`config.mk`:
```
export PLATFORM = sky130hd
export DESIGN_NAME = multicycle_ctrl
export DESIGN_NICKNAME = d
export VERILOG_FILES = /design/src/rtl/multicycle_ctrl.sv
export SDC_FILE = /design/constraint.sdc
export NUM_CORES = 1
export LEC_CHECK = 0
export CORE_UTILIZATION = 32
export CTS_CLUSTER_DIAMETER = 30
export CTS_CLUSTER_SIZE = 30
export DETAILED_ROUTE_END_ITERATION = 8
export PLACE_DENSITY = 0.73
export SLEW_MARGIN = 20
export SYNTH_ARGS = -nofsm -noshare
export SYNTH_HDL_FRONTEND = slang
export SYNTH_SLANG_ARGS = --single-unit
```
`constraint.sdc`:
```
create_clock -name iClk -period 1.4 [get_ports iClk]
set_input_delay 0.21 -clock iClk [delete_from_list [all_inputs] [get_ports iClk]]
set_output_delay 0.21 -clock iClk [all_outputs]
set_load 0.005 [all_outputs]
```
`src/rtl/multicycle_ctrl.sv`:
```
// ============================================================================
// Module   : multicycle_ctrl
// Purpose  : Main control FSM for the multicycle ARM-subset datapath.
// Revision : 1.0 - initial release
// ============================================================================
`default_nettype none

module multicycle_ctrl #(
    parameter int STATE_W = 4
) (
    input  logic               iClk,
    input  logic               iReset,
    input  logic [1:0]         iOp,
    input  logic [5:0]         iFunct,
    input  logic               iMemReady,
    output logic               oIRWrite,
    output logic               oNextPC,
    output logic               oAdrSrc,
    output logic               oALUSrcA,
    output logic [1:0]         oALUSrcB,
    output logic [1:0]         oResultSrc,
    output logic               oALUOp,
    output logic               oRegW,
    output logic               oMemW,
    output logic               oBranch,
    output logic               oInstrDone,
    output logic [STATE_W-1:0] oState
);

    typedef enum logic [STATE_W-1:0] {
        S_FETCH  = STATE_W'(0),
        S_DECODE = STATE_W'(1),
        S_MEMADR = STATE_W'(2),
        S_MEMRD  = STATE_W'(3),
        S_MEMWB  = STATE_W'(4),
        S_MEMWR  = STATE_W'(5),
        S_EXECR  = STATE_W'(6),
        S_EXECI  = STATE_W'(7),
        S_ALUWB  = STATE_W'(8),
        S_BRANCH = STATE_W'(9)
    } state_t;

    state_t     r_state;
    state_t     w_next;
    logic       w_irwrite;
    logic       w_nextpc;
    logic       w_adrsrc;
    logic       w_alusrca;
    logic [1:0] w_alusrcb;
    logic [1:0] w_resultsrc;
    logic       w_aluop;
    logic       w_regw;
    logic       w_memw;
    logic       w_branch;
    logic       w_done;

    always_ff @(posedge iClk or negedge iReset) begin
        if (!iReset) begin
            r_state <= S_FETCH;
        end else begin
            r_state <= w_next;
        end
    end

    always_comb begin
        w_next      = S_FETCH;
        w_irwrite   = 1'b0;
        w_nextpc    = 1'b0;
        w_adrsrc    = 1'b0;
        w_alusrca   = 1'b0;
        w_alusrcb   = 2'b00;
        w_resultsrc = 2'b00;
        w_aluop     = 1'b0;
        w_regw      = 1'b0;
        w_memw      = 1'b0;
        w_branch    = 1'b0;
        w_done      = 1'b0;
        case (r_state)
            S_FETCH: begin
                w_alusrca   = 1'b1;
                w_alusrcb   = 2'b10;
                w_resultsrc = 2'b10;
                w_irwrite   = iMemReady;
                w_nextpc    = iMemReady;
                w_next      = iMemReady ? S_DECODE : S_FETCH;
            end
            S_DECODE: begin
                w_alusrca   = 1'b1;
                w_alusrcb   = 2'b10;
                w_resultsrc = 2'b10;
                case (iOp)
                    2'b01:   w_next = S_MEMADR;
                    2'b00:   w_next = iFunct[5] ? S_EXECI : S_EXECR;
                    2'b10:   w_next = S_BRANCH;
                    default: begin
                        // Undefined op retires as a NOP straight from decode
                        w_next = S_FETCH;
                        w_done = 1'b1;
                    end
                endcase
            end
            S_MEMADR: begin
                w_alusrcb = 2'b01;
                w_next    = iFunct[0] ? S_MEMRD : S_MEMWR;
            end
            S_MEMRD: begin
                w_adrsrc = 1'b1;
                w_next   = iMemReady ? S_MEMWB : S_MEMRD;
            end
            S_MEMWB: begin
                w_resultsrc = 2'b01;
                w_regw      = 1'b1;
                w_done      = 1'b1;
                w_next      = S_FETCH;
            end
            S_MEMWR: begin
                w_adrsrc = 1'b1;
                w_memw   = 1'b1;
                w_done   = iMemReady;
                w_next   = iMemReady ? S_FETCH : S_MEMWR;
            end
            S_EXECR: begin
                w_aluop = 1'b1;
                w_next  = S_ALUWB;
            end
            S_EXECI: begin
                w_alusrcb = 2'b01;
                w_aluop   = 1'b1;
                w_next    = S_ALUWB;
            end
            S_ALUWB: begin
                w_regw = 1'b1;
                w_done = 1'b1;
                w_next = S_FETCH;
            end
            S_BRANCH: begin
                w_alusrcb   = 2'b01;
                w_resultsrc = 2'b10;
                w_branch    = 1'b1;
                w_done      = 1'b1;
                w_next      = S_FETCH;
            end
            default: w_next = S_FETCH;
        endcase
    end

    // FETCH decodes non-zero selects, so outputs are masked while reset is held
    assign oIRWrite   = w_irwrite & iReset;
    assign oNextPC    = w_nextpc  & iReset;
    assign oAdrSrc    = w_adrsrc  & iReset;
    assign oALUSrcA   = w_alusrca & iReset;
    assign oALUSrcB   = iReset ? w_alusrcb   : 2'b00;
    assign oResultSrc = iReset ? w_resultsrc : 2'b00;
    assign oALUOp     = w_aluop   & iReset;
    assign oRegW      = w_regw    & iReset;
    assign oMemW      = w_memw    & iReset;
    assign oBranch    = w_branch  & iReset;
    assign oInstrDone = w_done    & iReset;
    assign oState     = r_state;

endmodule

`default_nettype wire

```
==> results <==
[power by group]
group | leakage, uW | switching (uW) | internal, uW
sequential | 0.0000469 | 103 | 171
combinational | 0.000504 | 818 | 1130
clock | 0.0000150 | 75.3 | 109
[final cells by class]
cell class	instances	area, um^2	area share (%)
Inverter	1	3.75	0.317
Tap cell	15	18.8	1.59
Multi-Input combinational cell	43	472	39.9
Timing Repair Buffer	65	557	47.1
Sequential cell	4	105	8.89
Clock buffer	4	26.3	2.22
[cell usage in the layout, fill, tap and decap left out, types with 2 or more instances in the layout]
cell type,instances
buf_4,22
buf_6,20
buf_2,12
clkdlybuf4s50_1,5
dfrtp_2,4
nor4b_4,3
clkbuf_4,3
dlygate4sd2_1,3
nor2b_4,2
nand2b_4,2
nor3b_2,2
a21oi_1,2
nor2_4,2
[stage by stage]
stage	hold WS (ps)	instance area, um^2	TNS (ps)	instances	power, uW
global placement	538	808	-5630	106	1290
floorplan	-85.6	468	0	55	778
global route	44.8	1180	-3750	132	2510
CTS	48.2	1010	-1740	125	1850
detailed placement	539	808	-5850	106	1300
finish	65.1	1180	-3030	132	2410
[worst max-delay path, delay by kind of cell, from the launching register on]
kind / cells / cell delay [ps]
buffers and inverters: 3 / 400
AO/OA/AOI/OAI: 1 / 110
flip-flops: 1 / 480
AND/OR/NAND/NOR: 1 / 210
[routing by layer]
metal	vias to the layer above	part of all wire (%)	track usage [%]
met2	50	49	46.4
met3	18	7.0	10.0
met5	-	0	0
met1	338	38	35.6
met4	0	6.1	14.7
li1	320	-	-
[cell usage after synthesis]
master and instances:
buf_6 2, nand2b_4 1, inv_1 1, o21ai_0 2, and2_1 1, nand2_1 3
and3_1 1, nor3b_1 3, or3b_1 1, buf_4 2, or2_1 1, nand2b_2 1
o21a_1 1, a211oi_2 1, nand3b_1 1, a21o_1 1, o31ai_1 1, a311oi_1 1
buf_2 3, nand2b_1 1, xor2_1 1, dfrtp_1 4, o21ai_1 1, nor4b_1 1
nor2b_1 4, nor4b_2 2, xnor2_1 1, a21oi_1 2, a22oi_1 1, nor2_1 4
nor3_1 2, nor4bb_1 1, or4_1 1, a31oi_1 1
[final timing paths]
path,startpoint,to,slack (ps)
max in group asynchronous,iReset,oState[3],1180
hold reg to reg,oState[3],oState[1],760
setup / recovery,oState[2],oALUSrcB[0],-280
min in group iClk,iFunct[5],oState[0],620
hold / removal,iReset,oState[1],70
setup reg to reg,oState[0],oState[2],-150
[cell families after synthesis]
group | count (synthesis) | synth area share [%]
buffers and inverters | 8 | 12.2
AOI/OAI and AO/OA | 12 | 17.9
DFF | 4 | 21.7
xor gates and xnor gates | 2 | 3.81
and+or+nand+nor | 29 | 44.3
[repair_timing]
action | in CTS | in global routing
pin swaps | 8 | 7
gates resized for setup | 84 | 32
endpoints found under the setup margin | 18 | 16
buffers inserted | 15 | 7
hold buffers | 0 | 0
endpoints found under the hold margin | 0 | 0
==> impl_metrics.toml <==
[status]
status = "complete, but fails checks"
violations = "setup timing"

[synthesis]
avgSynthCellArea_um2 = 8.37
syn-cell-area_um2 = 460
synthDistinctLibCells = 34
yosysSeqAreaShare_pct = 21.7
synth_top_area_share_pct = 21.7
synth.largest_area_cell = "dfrtp_1"
synth_cells = 55
synth_area_leaders = "dfrtp_1 (22%), nor4b_2 (6.5%), nor2b_1 (5.4%)"
yosys_warnings = 0
synth_nets = 66
ys_ff_latch = 4

[detailed_routing]
postRouteAntennaNets = 0
drt-total-wl_mm = 2.63
viasPerCell = 5.50
via_count = 726
post_drt_wl_per_cell_um = 19.9
first_pass_iters = 4
drc = 0
drt_iter0_markers = 15

[clock_network]
cts.clk_slew.worst_paths_ps = 60
cts_max_level = 1
cts_buffers = 3
clkSinkCount = 4
cts_tree = "yes"
root_buffer = "clkbuf_4"
clock_latency_ps = 270
clock_path_buffers = 2

[floorplanning]
core_area_mm2 = 0.00132
rows = 13
die_w_um = 39.9
die-area_mm2 = 0.00159
initial_core_util_pct = 34.9
io_pins = 28
die_h_um = 39.9

[placed_design]
port_buffers = 23
hpwl_mm = 1.01
gp_routability_congestion = 0.881
dp_slack_ps = -554

[critical_path]
cp.arrival_ps = 1470
end_kind = "primary output"
cp_cell_sequence = "buf_6 -> nor3b_2 -> buf_4 -> o21a_1 -> buf_2"
max_stage_delay_ps = 480
worstSetupStartpointType = "flip-flop"
worst-path-max-fanout = 6
crit_type = "flip-flop to primary output"
slowest_stage = "dfrtp_2"
crit_required_ps = 1190
ff2ff_path_depth = 5

[sta]
final_max_slew_viol_count = 0
max_slew_margin_pct = 76.5
hold_violations = 0
setup_viol = 17
grt_setup_unrepaired = "true"
finalClockSkew_ps = 19.0
min_period_ps = 1680
max_slew.worst_pin.slew_ps = 352
fmax_mhz = 594
layout_setup_ws_ps = -284
period_share_pct = 120

[power_and_ir_drop]
power_leakage_uw = 0.000566
peakVddDrop_mv = 1.45
pwr_density_cell_mw_per_mm2 = 2040

[global_route]
grt_pass1_vias = 592
grt_start_max_net_pins = 9
grt_antenna_before_repair = 0
grt_util_all_layers_pct = 29.5
grt_first_pass_wirelength_mm = 2.90
grt-ovfl-total = 0

[layout]
largest_reg_flops = 4
fin_util_pct = 89.7
antennaDiodeCount = 0
drive_gt1_share_pct = 75.2
fillers = 55
area_growth_pct = 157
final_nets = 129

[min_path]
min_path_type = "input port to async pin"

[run]
maxCapViolCount = 0
Note: power is estimated with default switching activity, not from simulation.
